`config.mk`:
```
export PLATFORM = sky130hd
export DESIGN_NAME = inst_encoder
export DESIGN_NICKNAME = d
export VERILOG_FILES = /design/src/rtl/inst_encoder_pkg.sv /design/src/rtl/inst_pack.sv /design/src/rtl/inst_encoder.sv
export SDC_FILE = /design/constraint.sdc
export NUM_CORES = 1
export LEC_CHECK = 0
export BUFFER_PORTS_ARGS = -buffer_cell sky130_fd_sc_hd__clkbuf_2
export CORE_MARGIN = 10
export CORE_UTILIZATION = 45
export CTS_CLUSTER_SIZE = 28
export DETAILED_ROUTE_END_ITERATION = 8
export GPL_TIMING_DRIVEN = 0
export PLACE_DENSITY = 0.76
export SLEW_MARGIN = 20
export SYNTH_ARGS = -nofsm -noshare
export SYNTH_HDL_FRONTEND = slang
export SYNTH_SLANG_ARGS = --single-unit
```
`constraint.sdc`:
```
create_clock -name clk -period 2.1 [get_ports clk]
set_input_delay 0.21 -clock clk [delete_from_list [all_inputs] [get_ports clk]]
set_output_delay 0.21 -clock clk [all_outputs]
set_load 0.005 [all_outputs]
```
`src/rtl/inst_encoder_pkg.sv`:
```
// Shared definitions for the RV32I instruction encoder: request op codes,
// major opcodes and the encoder FSM state type.
package inst_encoder_pkg;

    localparam logic [3:0] ENC_OP_LUI    = 4'd0;
    localparam logic [3:0] ENC_OP_AUIPC  = 4'd1;
    localparam logic [3:0] ENC_OP_JAL    = 4'd2;
    localparam logic [3:0] ENC_OP_JALR   = 4'd3;
    localparam logic [3:0] ENC_OP_BRANCH = 4'd4;
    localparam logic [3:0] ENC_OP_STORE  = 4'd5;
    localparam logic [3:0] ENC_OP_LOAD   = 4'd6;
    localparam logic [3:0] ENC_OP_ITYPE  = 4'd7;
    localparam logic [3:0] ENC_OP_CSRI   = 4'd8;
    localparam logic [3:0] ENC_OP_LI     = 4'd9;

    // Major opcodes, identical to the decode-side definitions.
    localparam logic [6:0] OPC_LUI    = 7'b0110111;
    localparam logic [6:0] OPC_AUIPC  = 7'b0010111;
    localparam logic [6:0] OPC_JAL    = 7'b1101111;
    localparam logic [6:0] OPC_JALR   = 7'b1100111;
    localparam logic [6:0] OPC_BRANCH = 7'b1100011;
    localparam logic [6:0] OPC_STORE  = 7'b0100011;
    localparam logic [6:0] OPC_LOAD   = 7'b0000011;
    localparam logic [6:0] OPC_OP_IMM = 7'b0010011;
    localparam logic [6:0] OPC_SYSTEM = 7'b1110011;

    typedef enum logic [1:0] {
        StIdle = 2'd0,
        StOut  = 2'd1,
        StLiHi = 2'd2
    } enc_state_e;

endpackage

```
`src/rtl/inst_pack.sv`:
```
// Combinational RV32I field packer. Range checking of the immediate exists only
// when INST_ENCODER_RANGE_CHECK_EN is defined; otherwise err is tied low.
module inst_pack
    import inst_encoder_pkg::*;
(
    input  logic [3:0]  op,
    input  logic [4:0]  rd,
    input  logic [4:0]  rs1,
    input  logic [4:0]  rs2,
    input  logic [2:0]  funct3,
    input  logic [31:0] imm,
    output logic [31:0] word,
    output logic        err
);

`ifdef INST_ENCODER_RANGE_CHECK_EN
    logic fits12, fits13, fits21;
    assign fits12 = (&imm[31:11]) | ~(|imm[31:11]);
    assign fits13 = (&imm[31:12]) | ~(|imm[31:12]);
    assign fits21 = (&imm[31:20]) | ~(|imm[31:20]);
`endif

    always_comb begin
        word = '0;
        err  = 1'b0;
        case (op)
            ENC_OP_LUI:    word = {imm[31:12], rd, OPC_LUI};
            ENC_OP_AUIPC:  word = {imm[31:12], rd, OPC_AUIPC};
            ENC_OP_JAL:    word = {imm[20], imm[10:1], imm[11], imm[19:12], rd, OPC_JAL};
            ENC_OP_JALR:   word = {imm[11:0], rs1, funct3, rd, OPC_JALR};
            ENC_OP_BRANCH: word = {imm[12], imm[10:5], rs2, rs1, funct3, imm[4:1], imm[11],
                                   OPC_BRANCH};
            ENC_OP_STORE:  word = {imm[11:5], rs2, rs1, funct3, imm[4:0], OPC_STORE};
            ENC_OP_LOAD:   word = {imm[11:0], rs1, funct3, rd, OPC_LOAD};
            ENC_OP_ITYPE:  word = {imm[11:0], rs1, funct3, rd, OPC_OP_IMM};
            // CSR address is not carried by the request; zimm rides in rs1.
            ENC_OP_CSRI:   word = {12'b0, imm[4:0], funct3, rd, OPC_SYSTEM};
            default:       word = '0;
        endcase
`ifdef INST_ENCODER_RANGE_CHECK_EN
        case (op)
            ENC_OP_LUI, ENC_OP_AUIPC:                 err = |imm[11:0];
            ENC_OP_JAL:                               err = ~fits21 | imm[0];
            ENC_OP_BRANCH:                            err = ~fits13 | imm[0];
            ENC_OP_JALR, ENC_OP_STORE, ENC_OP_LOAD,
            ENC_OP_ITYPE:                             err = ~fits12;
            ENC_OP_CSRI:                              err = |imm[31:5];
            default:                                  err = 1'b0;
        endcase
`endif
    end

endmodule

```
`src/rtl/inst_encoder.sv`:
```
// RV32I instruction encoder with valid/ready in and out; LI expands to LUI+ADDI.
// inst_err is only ever set when INST_ENCODER_RANGE_CHECK_EN is defined.
module inst_encoder
    import inst_encoder_pkg::*;
(
    input  logic        clk,
    input  logic        rst,
    input  logic        req_valid,
    output logic        req_ready,
    input  logic [3:0]  req_op,
    input  logic [4:0]  req_rd,
    input  logic [4:0]  req_rs1,
    input  logic [4:0]  req_rs2,
    input  logic [2:0]  req_funct3,
    input  logic [31:0] req_imm,
    output logic        inst_valid,
    input  logic        inst_ready,
    output logic [31:0] inst,
    output logic        inst_last,
    output logic        inst_err
);

    enc_state_e  state_q, state_d;
    logic [31:0] inst_q, inst_d;
    logic        last_q, last_d;
    logic        err_q, err_d;
    logic [4:0]  pend_rd_q, pend_rd_d;
    logic [11:0] pend_lo_q, pend_lo_d;

    logic        li_short, li_split;
    logic [19:0] li_hi;
    logic [3:0]  p_op;
    logic [4:0]  p_rd, p_rs1, p_rs2;
    logic [2:0]  p_funct3;
    logic [31:0] p_imm, p_word;
    logic        p_err;

    // Rounding the upper part compensates for ADDI sign-extending the low 12 bits.
    assign li_short = (&req_imm[31:11]) | ~(|req_imm[31:11]);
    assign li_hi    = req_imm[31:12] + {19'b0, req_imm[11]};
    assign li_split = (req_op == ENC_OP_LI) && !li_short && (req_imm[11:0] != 12'b0);

    always_comb begin
        p_op     = req_op;
        p_rd     = req_rd;
        p_rs1    = req_rs1;
        p_rs2    = req_rs2;
        p_funct3 = req_funct3;
        p_imm    = req_imm;
        if (state_q == StLiHi) begin
            p_op     = ENC_OP_ITYPE;
            p_rd     = pend_rd_q;
            p_rs1    = pend_rd_q;
            p_rs2    = 5'b0;
            p_funct3 = 3'b000;
            p_imm    = {{20{pend_lo_q[11]}}, pend_lo_q};
        end else if (req_op == ENC_OP_LI) begin
            p_rs1    = 5'b0;
            p_rs2    = 5'b0;
            p_funct3 = 3'b000;
            if (li_short) begin
                p_op = ENC_OP_ITYPE;
            end else begin
                p_op  = ENC_OP_LUI;
                p_imm = {li_hi, 12'b0};
            end
        end
    end

    inst_pack u_pack (
        .op     (p_op),
        .rd     (p_rd),
        .rs1    (p_rs1),
        .rs2    (p_rs2),
        .funct3 (p_funct3),
        .imm    (p_imm),
        .word   (p_word),
        .err    (p_err)
    );

    always_comb begin
        state_d   = state_q;
        inst_d    = inst_q;
        last_d    = last_q;
        err_d     = err_q;
        pend_rd_d = pend_rd_q;
        pend_lo_d = pend_lo_q;
        case (state_q)
            StIdle:  req_ready = 1'b1;
            StOut:   req_ready = inst_ready;
            default: req_ready = 1'b0;
        endcase

        if (state_q == StLiHi) begin
            if (inst_ready) begin
                inst_d  = p_word;
                err_d   = 1'b0;
                last_d  = 1'b1;
                state_d = StOut;
            end
        end else if (req_valid && req_ready) begin
            inst_d    = p_word;
            err_d     = p_err;
            pend_rd_d = req_rd;
            pend_lo_d = req_imm[11:0];
            last_d    = !li_split;
            state_d   = li_split ? StLiHi : StOut;
        end else if (state_q == StOut && inst_ready) begin
            state_d = StIdle;
        end
    end

    always_ff @(posedge clk or posedge rst) begin
        if (rst) begin
            state_q   <= StIdle;
            inst_q    <= '0;
            last_q    <= 1'b0;
            err_q     <= 1'b0;
            pend_rd_q <= '0;
            pend_lo_q <= '0;
        end else begin
            state_q   <= state_d;
            inst_q    <= inst_d;
            last_q    <= last_d;
            err_q     <= err_d;
            pend_rd_q <= pend_rd_d;
            pend_lo_q <= pend_lo_d;
        end
    end

    assign inst_valid = (state_q != StIdle);
    assign inst       = inst_q;
    assign inst_last  = last_q;
    assign inst_err   = err_q;

endmodule

```
==> flow_metrics.py, run 1 <==
metrics = {
    "sta": {
        "fin_crit_sh": 0.9725,
        "fmax_mhz": 489.7,
        "rsz0062_at_grt": "true",
        "clock_skew_ps": 7.520,
        "setup_violations": 0,
        "fin_crit_ps": 2042,
        "hold_viol": 0,
        "slew_violations": 0,
        "worst_pin_slew_ps": 779.0,
        "maxSlewHeadroom": 0.4767,
    },
    "final_layout": {
        "area_growth_pct": 24.66,
        "utilization": 0.5682,
        "drive_above_1_share": 0.3494,
        "regArea_um2": 1277,
        "diodes": 0,
        "nFillCells": 733,
        "multi_input_area_um2": 2146,
        "num-nets-final": 559,
        "finalInstanceArea_um2": 4345,
    },
    "logic_synthesis": {
        "synth_nets": 457,
        "yosysUniqueCellTypes": 59,
        "syn_avg_cell_area_um2": 8.803,
        "synth_commonest_cells": "nand2_1 (57), dfrtp_1 (51), a21oi_1 (23)",
        "synth_edf_count": 0,
        "ys_top_cells_by_area": "dfrtp_1 (37%), nand2_1 (6.1%), mux2_2 (5.5%), a21oi_1 (3.3%), o21ai_0 (2.6%)",
        "synth.most_common_cell": "nand2_1",
        "yosysTopAreaCellShare": 0.3661,
        "syn-cell-area_um2": 3486,
        "postSynth.asyncResetShare": 1.000,
        "yosysTopAreaCell": "dfrtp_1",
        "ys.flop_type": "dfrtp_1",
        "yosys_warnings": 0,
        "ys_ff_latch": 51,
        "syn-instance-count": 396,
        "synth-seq-area-share": 0.3661,
    },
    "critical_path": {
        "cp_cell_sequence": "nor2b_1, clkbuf_4, a211o_4, or2_4, a222oi_1, a21oi_1",
        "cp-end-kind": "flip-flop",
        "cp.required_ps": 2290,
        "worst-path-max-fanout": 10,
        "ff2ff_path_depth": 6,
        "cp_data_arrival_time_ps": 2240,
        "crit_slowest_cell": "dfrtp_2",
        "worst-setup-path-type": "reg -> reg",
        "critPathLaunchType": "flip-flop",
        "critPathMaxStageDelay_ps": 450,
    },
    "pwr": {
        "p_sw_uw": 915.0,
        "p_leak_nw": 2.050,
        "p_per_area_nw_per_um2": 646.9,
        "internal-power_mw": 1.896,
        "pwr-share-seq": 0.449,
        "pwr-share-clk": 0.245,
        "sw_frac_of_total": 0.3255,
        "peakVddDrop_uv": 259.9,
        "total_power_mw": 2.811,
        "power_frac_comb": 0.306,
    },
    "clocking": {
        "cts_sinks": 51,
        "clk_pin_slew_ps": 90,
        "root_buffer": "clkbuf_8",
        "clockBufferDepth": 2,
        "htree_levels": 2,
        "clock_latency_ps": 320,
        "cts_tree": "done",
        "numCtsBuffers": 5,
    },
    "detailed_routing": {
        "remaining_drc_errors": 0,
        "via_per_inst": 6.183,
        "route.vias.total": 3710,
        "wirelength_um": 13200,
        "final_antenna_net_count": 0,
        "firstDrtPassIters": 6,
        "drt-initial-drc-count": 315,
        "wire_per_inst_um": 22.00,
    },
    "grt": {
        "grt_pass1_wl_um": 20180,
        "first_global_vias": 3668,
        "grt_antenna_before_repair": 0,
        "grt_usage": 0.2198,
        "grt_max_degree": 31,
        "grt_overflow_total": 0,
    },
    "floorplan": {
        "die_w_um": 108.0,
        "die_height_um": 108.0,
        "design.die.area_um2": 11670,
        "core_area_um2": 7647,
        "start_util": 0.4558,
        "io_pins": 94,
        "row_count": 32,
    },
    "run": {
        "maxCapViolations": 0,
    },
    "placed_design": {
        "portBuffers": 91,
        "postPlaceCellArea_um2": 4089,
        "dpl.hpwl_um": 10140,
        "place_congestion": 0.9379,
    },
    "worst_hold_path": {
        "hold_depth": 3,
        "hold_path_class": "in -> reg",
    },
    "run_status": {
        "status": "complete, no violations",
    },
}
[final cells by class]
type | instances | area share
repair buffers | 95 | 0.1152
clock buffers | 6 | 0.01670
well taps | 102 | 0.02937
multi-input cells | 311 | 0.4938
inverters | 6 | 0.005183
clock inverters | 1 | 0.006910
plain buffers | 28 | 0.03887
flip-flops and latches | 51 | 0.2940
[cell usage in the layout (no fill, tap or decap), types with 4 or more instances in the layout]
cell type	netlist	final
a211o_1	8	7
xnor2_1	4	4
clkbuf_2	0	97
a31oi_1	4	4
mux2_2	17	17
clkbuf_1	7	5
a222oi_1	7	7
and3_1	8	8
and2_1	7	6
o211ai_1	4	4
a22oi_1	7	7
o21ai_0	18	17
nor4_1	10	10
nand4_1	11	11
buf_2	7	6
buf_4	4	7
clkbuf_4	0	4
inv_1	6	5
a22o_1	5	5
o21ai_1	8	7
nand3_1	10	10
dfrtp_1	51	50
a21oi_1	23	23
xor2_1	8	8
nor2_1	20	18
clkbuf_8	0	5
nand2_1	57	56
nor2b_1	7	5
nor3_1	9	8
a2bb2oi_1	7	7
[through the flow]
| step | instances | setup TNS (ps) | hold slack (ps) | worst slack (ps) |
|---|---|---|---|---|
| floorplan | 396 | 0 | 353.9 | 189.5 |
| global placement | 589 | -5647 | 450.9 | -420.6 |
| detailed placement | 590 | -5233 | 255.8 | -418.9 |
| CTS | 598 | -29.05 | 127.5 | -21.53 |
| global route | 600 | -22.01 | 153.4 | -15.29 |
| finish | 600 | 0 | 125.1 | 57.73 |
[logic make-up (layout without fill, tap and decap cells)]
kind of cell	Yosys count	in the layout	synth area share
and+or+nand+nor	161	161	0.2459
AOI/OAI and AO/OA	115	115	0.2347
DFF	51	51	0.3661
buffers and inverters	34	136	0.04774
muxes	19	19	0.06353
xor gates and xnor gates	12	12	0.03015
adders and majority gates	3	3	0.01077
other	1	1	0.001076
[repair_timing]
action / in CTS / in global routing
setup endpoints to repair: 23 / 34
gates resized for setup: 10 / 31
hold buffers: 1 / 0
endpoints found under the hold margin: 21 / 0
pin swaps: 0 / 2
setup buffers: 0 / 2
[worst paths after layout]
check | start | slack, ps | endpoint
min in group asynchronous | rst | 470 | state_q[1]$_DFFE_PP0P_
hold reg to reg | inst[3]$_DFFE_PP0P_ | 480 | inst[3]$_DFFE_PP0P_
hold / removal | req_funct3[0] | 130 | inst[12]$_DFFE_PP0P_
setup reg to reg | state_q[1]$_DFFE_PP0P_ | 60 | inst[17]$_DFFE_PP0P_
max in group asynchronous | rst | 1090 | inst[20]$_DFFE_PP0P_
setup / recovery | state_q[1]$_DFFE_PP0P_ | 60 | inst[17]$_DFFE_PP0P_
[metal layers]
layer,part of all wire,vias up,track usage
met2,0.47,192,0.3668
li1,-,1699,-
met5,0,-,0
met3,0.092,21,0.04640
met4,0.018,0,0.05821
met1,0.42,1798,0.2813
[flip-flops by register name (all words and copies together), names as in the netlist]
signal and count:
inst_last 1, pend_lo_q 12, inst 31, pend_rd_q 5, state_q 2
[worst max-delay path, delay by kind of cell, from the launching register on]
kind | cells | cell delay [ps]
compound gates | 3 | 790
buf+inv | 1 | 210
flops | 1 | 450
simple gates | 2 | 460
[power by group through the flow]
stage / Combinational (mW) / Sequential, mW / Clock [mW]
CTS: 0.836 / 1.26 / 0.697
finish: 0.859 / 1.26 / 0.688
global placement: 0.803 / 1.27 / 0
floorplan: 0.456 / 1.27 / 0
global route: 0.934 / 1.28 / 0.731
detailed placement: 0.821 / 1.28 / 0
No activity file was read; power rests on OpenSTA's default activity.
==> run 2, diff against run 1 <==
Settings changed: ABC_AREA set to 1, PLACE_DENSITY 0.76 to 0.74, SYNTH_HIERARCHICAL set to 1.
==> run 2 against run 1 <==
Against the previous run: clock power down 14%; synthesized cell count increased by 63%; global-route usage is 2.6 points lower; non-clock buffer count up 16; sequential power is 5% higher; sequential cell count up 2; wire length increased by 2.8%; highest routed layer unchanged; sequential share of layout area shrank 3.7 points; total power increased by 4.7%; critical path depth grew 7; die area grew 15%.
==> flow_metrics.py, run 2 <==
metrics = {
    "run_status": {
        "status": "complete, no violations",
    },
    "placed_design": {
        "portBuffers": 93,
        "dpl.hpwl_um": 10450,
        "place_congestion": 0.9628,
    },
    "detailed_routing": {
        "route.vias.total": 4635,
        "via_per_inst": 5.303,
        "firstDrtPassIters": 7,
        "final_antenna_net_count": 0,
        "wirelength_um": 13570,
        "remaining_drc_errors": 0,
        "wire_per_inst_um": 15.53,
        "drt-initial-drc-count": 368,
    },
    "clocking": {
        "clockBufferDepth": 2,
        "cts_sinks": 53,
        "numCtsBuffers": 5,
        "root_buffer": "clkbuf_8",
        "clk_pin_slew_ps": 100,
        "htree_levels": 2,
        "cts_tree": "done",
        "clock_latency_ps": 320,
    },
    "final_layout": {
        "diodes": 0,
        "drive_above_1_share": 0.2585,
        "area_growth_pct": 24.84,
        "utilization": 0.5827,
        "num-nets-final": 826,
        "layout_commonest_cell": "nand2_1",
        "layout_common_cells": "nand2_1 (275), clkbuf_2 (95), inv_1 (57)",
        "largest_register_ffs": 32,
    },
    "logic_synthesis": {
        "synth_commonest_cells": "nand2_1 (281), inv_1 (63), o21ai_0 (54)",
        "yosys_warnings": 6,
        "syn-instance-count": 645,
        "synth-seq-area-share": 0.3211,
        "yosysTopAreaCellShare": 0.3211,
        "syn-cell-area_um2": 4130,
        "syn_avg_cell_area_um2": 6.403,
        "synth_edf_count": 0,
        "synth_nets": 706,
        "ys_top_cells_by_area": "dfrtp_1 (32%), nand2_1 (26%), o21ai_0 (6.5%), nand3_1 (6.1%), inv_1 (5.7%)",
        "ys_ff_latch": 53,
        "ys.flop_type": "dfrtp_1",
        "yosysUniqueCellTypes": 36,
        "yosysTopAreaCell": "dfrtp_1",
        "synth.most_common_cell": "nand2_1",
        "postSynth.asyncResetShare": 1.000,
    },
    "critical_path": {
        "cp_data_arrival_time_ps": 2260,
        "rrSetupSlack_ps": 100,
        "worst-setup-path-type": "reg -> reg",
        "cp-end-kind": "flip-flop",
        "cp.required_ps": 2360,
        "critPathLaunchType": "flip-flop",
        "worst-path-max-fanout": 8,
    },
    "pwr": {
        "p_per_area_nw_per_um2": 571.0,
        "total_power_mw": 2.944,
        "peakVddDrop_uv": 374.3,
        "p_leak_nw": 2.818,
    },
    "grt": {
        "grt_pass1_wl_um": 21400,
        "grt_overflow_total": 0,
        "grt_usage": 0.1937,
        "first_global_vias": 4495,
        "grt_antenna_before_repair": 0,
        "grt_max_degree": 33,
    },
    "floorplan": {
        "row_count": 34,
        "core_area_um2": 8848,
        "start_util": 0.4668,
        "die_height_um": 115.8,
        "design.die.area_um2": 13410,
        "die_w_um": 115.8,
        "io_pins": 94,
    },
    "sta": {
        "clock_skew_ps": 12.71,
        "setup_violations": 0,
        "slew_violations": 0,
        "fmax_mhz": 499.0,
        "tns_ps": 0,
        "fin_crit_sh": 0.9544,
        "maxSlewHeadroom": 0.6501,
        "timing.hold.ws_ps": 151.0,
        "worst_pin_slew_ps": 524.8,
        "fin_crit_ps": 2004,
        "hold_viol": 0,
    },
    "run": {
        "maxCapViolations": 0,
    },
    "worst_hold_path": {
        "hold_path_class": "in -> reg",
    },
}
run 2: path summary, 6_finish.rpt:
path	from	endpoint	cells after the start
worst min-delay path	req_rd[1]	pend_rd_q[1]$_DFFE_PP0P_	3
worst max register to register	state_q[1]$_DFFE_PP0P_	inst[14]$_DFFE_PP0P_	13
worst max-delay path	state_q[1]$_DFFE_PP0P_	inst[14]$_DFFE_PP0P_	13
min in group asynchronous	rst	inst[1]$_DFFE_PP0P_	3
max in group asynchronous	rst	pend_lo_q[4]$_DFFE_PP0P_	4
worst min register to register	inst[24]$_DFFE_PP0P_	inst[24]$_DFFE_PP0P_	2
run 2: cells by family (layout without fill, tap and decap cells):
family,Yosys count,in the layout,share of synthesized area
AND/OR/NAND/NOR,405,406,0.4132
buffers and inverters,97,217,0.09876
AO/OA/AOI/OAI,82,82,0.1484
flip-flops,53,53,0.3211
XOR/XNOR,4,4,0.008484
adder cells (fa/ha/maj),3,3,0.009089
other,1,1,0.0009079
run 2: worst max-delay path, cell delays in order, from the launching register on:
cell     delay, ps
dfrtp_1        440
inv_2           90
nor2_4          60
buf_12         140
a21oi_4        170
nand2_1         90
buf_6          150
nor2_4         140
buf_4          140
a21oi_4         50
buf_4          160
a21oi_2        140
nand2_1         80
nand2_1         70
run 2: cell type report:
| cell class | count | area (um^2) |
|---|---|---|
| Tap cell | 108 | 135.1 |
| Clock inverter | 2 | 15.01 |
| Fill cell | 888 | 3692 |
| Inverter | 70 | 277.8 |
| Sequential cell | 53 | 1326 |
| Clock buffer | 6 | 72.57 |
| Timing Repair Buffer | 113 | 634.4 |
| Multi-Input combinational cell | 496 | 2517 |
| Buffer | 26 | 177.7 |
run 2: through the flow:
stage | instances | cell area (um^2) | setup WS (ps)
6_report | 874 | 5156 | 95.79
5_1_grt | 874 | 5156 | -24.29
4_1_cts | 857 | 4911 | 2.725
3_5_place_dp | 847 | 4751 | -514.0
3_3_place_gp | 846 | 4731 | -493.9
2_1_floorplan | 645 | 4130 | 39.83
run 2: repair_timing:
action / CTS / global route
hold buffers: 1 / 0
endpoints found under the hold margin: 21 / 0
buffers inserted: 2 / 16
endpoints found under the setup margin: 32 / 28
gates cloned: 0 / 1
resized for setup: 15 / 41
pin swaps: 3 / 10
run 2: report_power, final:
group | total [mW] | switching (mW) | internal, mW
sequential | 1.32 | 0.108 | 1.21
clock | 0.594 | 0.358 | 0.236
combinational | 1.03 | 0.613 | 0.414
total | 2.94 | 1.08 | 1.86
run 2: per-layer routing:
layer / up-vias / wire length [um] / global-route usage
li1: 2278 / - / -
met5: - / 0 / 0
met1: 2112 / 5715 / 0.2490
met4: 0 / 192 / 0.04337
met2: 221 / 6454 / 0.3299
met3: 24 / 1208 / 0.03566
==> run 3, diff against run 2 <==
Settings changed: ABC_CLOCK_PERIOD_IN_PS set to 2100, CORE_UTILIZATION 45 to 40, PLACE_DENSITY 0.74 to 0.68.
==> run 3 against run 2 <==
Against the previous run: count of clock-buffer cells in the layout is the same; cell area decreased by 2.2%; first-iteration DRC count is 32% lower; clock power down 3.5%; critical path depth stayed put; worst hold slack gained 23 ps; wire length down 3.8%; maximum frequency fell by 0.34%; combinational power decreased by 5%; global-route usage fell by 1.9 points; critical endpoint is now inst[13]$_DFFE_PP0P_.
==> flow_metrics.py, run 3 (synthesis gave the netlist of run 2 again) <==
metrics = {
    "sta": {
        "clock_skew_ps": 7.185,
        "slew_violations": 0,
        "rsz0062_at_grt": "true",
        "maxSlewHeadroom": 0.6568,
        "setup_violations": 0,
        "worst_pin_slew_ps": 514.0,
        "fmax_mhz": 497.3,
        "fin_crit_ps": 2011,
        "fin_crit_sh": 0.9576,
        "timing.hold.ws_ps": 174.1,
        "hold_viol": 0,
    },
    "detailed_routing": {
        "remaining_drc_errors": 0,
        "drt-initial-drc-count": 252,
        "wire_per_inst_um": 14.68,
        "wirelength_um": 13060,
        "final_antenna_net_count": 0,
        "firstDrtPassIters": 5,
        "route.vias.total": 4447,
        "via_per_inst": 4.997,
    },
    "run": {
        "maxCapViolations": 0,
    },
    "clocking": {
        "root_buffer": "clkbuf_8",
        "clock_latency_ps": 310,
        "numCtsBuffers": 5,
        "clockBufferDepth": 2,
        "htree_levels": 2,
        "clk_pin_slew_ps": 90,
        "cts_tree": "done",
        "cts_sinks": 53,
    },
    "placed_design": {
        "dpl.hpwl_um": 10580,
        "postPlaceCellArea_um2": 4786,
        "portBuffers": 93,
        "place_congestion": 0.9246,
    },
    "floorplan": {
        "design.die.area_um2": 14790,
        "start_util": 0.4055,
        "die_w_um": 121.6,
        "io_pins": 94,
        "row_count": 37,
        "core_area_um2": 10180,
        "die_height_um": 121.6,
    },
    "final_layout": {
        "layout_commonest_cell": "nand2_1",
        "diodes": 0,
        "num-nets-final": 814,
        "largest_register_ffs": 32,
        "finalInstanceArea_um2": 5045,
        "regArea_um2": 1326,
        "multi_input_area_um2": 2496,
        "drive_above_1_share": 0.2374,
        "nFillCells": 1056,
        "area_growth_pct": 22.14,
        "layout_common_cells": "nand2_1 (276), clkbuf_2 (93), inv_1 (60)",
    },
    "pwr": {
        "p_leak_nw": 2.756,
        "sw_frac_of_total": 0.3631,
        "peakVddDrop_uv": 276.8,
        "power_frac_comb": 0.341,
        "p_per_area_nw_per_um2": 571.6,
        "pwr-share-seq": 0.460,
        "pwr-share-clk": 0.199,
        "p_sw_mw": 1.047,
        "internal-power_mw": 1.837,
    },
    "grt": {
        "grt_usage": 0.1742,
        "grt_antenna_before_repair": 0,
        "first_global_vias": 4493,
        "grt_overflow_total": 0,
        "grt_max_degree": 31,
        "grt_pass1_wl_um": 21220,
    },
    "critical_path": {
        "critPathLaunchType": "flip-flop",
        "cp_cell_sequence": "inv_1, nor2_4, clkinvlp_4, nand2_1, nor2_1, buf_2, nor2_4, nand2_1, inv_2, nand2_1, a21oi_2, nand2_1, nand2_1",
        "critPathMaxStageDelay_ps": 360,
        "cp_data_arrival_time_ps": 2270,
        "cp.required_ps": 2360,
        "crit_slowest_cell": "dfrtp_1",
        "worst-setup-path-type": "reg -> reg",
        "cp-end-kind": "flip-flop",
        "path_common_cell": "nand2_1",
        "ff2ff_path_depth": 13,
        "worst-path-max-fanout": 8,
    },
    "worst_hold_path": {
        "hold_depth": 3,
        "hold_path_class": "in -> reg",
    },
    "run_status": {
        "status": "complete, no violations",
    },
}
==> run 3: cell count changes in the layout (fill, tap and decap cells not counted), sizes merged <==
cell | before | now
buf | 36 | 24
clkinv | 0 | 2
clkinvlp | 4 | 1
inv | 68 | 69
==> run 3: path summary, 6_finish.rpt <==
path	start	to	slack, ps
setup / recovery	state_q[1]$_DFFE_PP0P_	inst[13]$_DFFE_PP0P_	90
max in group asynchronous	rst	pend_lo_q[10]$_DFFE_PP0P_	1100
hold reg to reg	inst[28]$_DFFE_PP0P_	inst[28]$_DFFE_PP0P_	480
setup reg to reg	state_q[1]$_DFFE_PP0P_	inst[13]$_DFFE_PP0P_	90
min in group asynchronous	rst	inst[6]$_DFFE_PP0P_	450
hold / removal	req_rd[3]	pend_rd_q[3]$_DFFE_PP0P_	170
==> run 3: cell type report <==
type                       instances  share of cell area
buffer                            26             0.03125
clock buffer                       6             0.01438
clock inverter                     2            0.001984
inverter                          70             0.05382
multi-input combinational        496              0.4948
sequential                        53              0.2629
tap                              136             0.03373
timing repair buffer             101              0.1071
==> run 3: what timing repair did <==
item                                    in CTS  in global routing
gates cloned                                 0                  1
endpoints found under the setup margin      32                 29
hold buffers                                 1                  0
setup buffers                                1                  5
endpoints found under the hold margin       23                  0
pin swaps                                    1                  5
resized for setup                           13                 23
==> run 3: power by group through the flow <==
stage                     registers [mW]  clock network (mW)  logic [mW]
after global routing                1.35               0.630        1.11
after floorplan                     1.34                   0       0.546
final                               1.33               0.573       0.982
after global placement              1.34                   0       0.922
after CTS                           1.33               0.588       0.959
after detailed placement            1.35                   0       0.944
==> run 3: layer usage <==
metal,share of wire,GRT usage,routed length [um],vias up
met5,0,0,0,-
met4,0.018,0.06110,239,0
met3,0.076,0.04209,992,19
met2,0.49,0.2957,6339,131
met1,0.42,0.2107,5490,2049
li1,-,-,-,2248
==> run 3: per-stage QoR <==
step / TNS [ps] / power, mW / std cells / utilization / worst slack, ps
after floorplan: 0 / 1.885 / 645 / - / 39.83
after global placement: -12320 / 2.257 / 874 / 0.4679 / -434.1
after detailed placement: -11830 / 2.290 / 875 / 0.4699 / -462.9
after CTS: 0 / 2.875 / 884 / 0.4835 / 4.149
after global routing: -197.1 / 3.091 / 890 / 0.4953 / -45.37
final: 0 / 2.884 / 890 / 0.4953 / 89.00
==> run 3: worst max-delay path, delay by kind of cell (launching register included) <==
kind	cells	cell delay [ps]
AO/OA/AOI/OAI	1	150
buffers and inverters	4	550
flip-flops	1	360
AND/OR/NAND/NOR	8	890
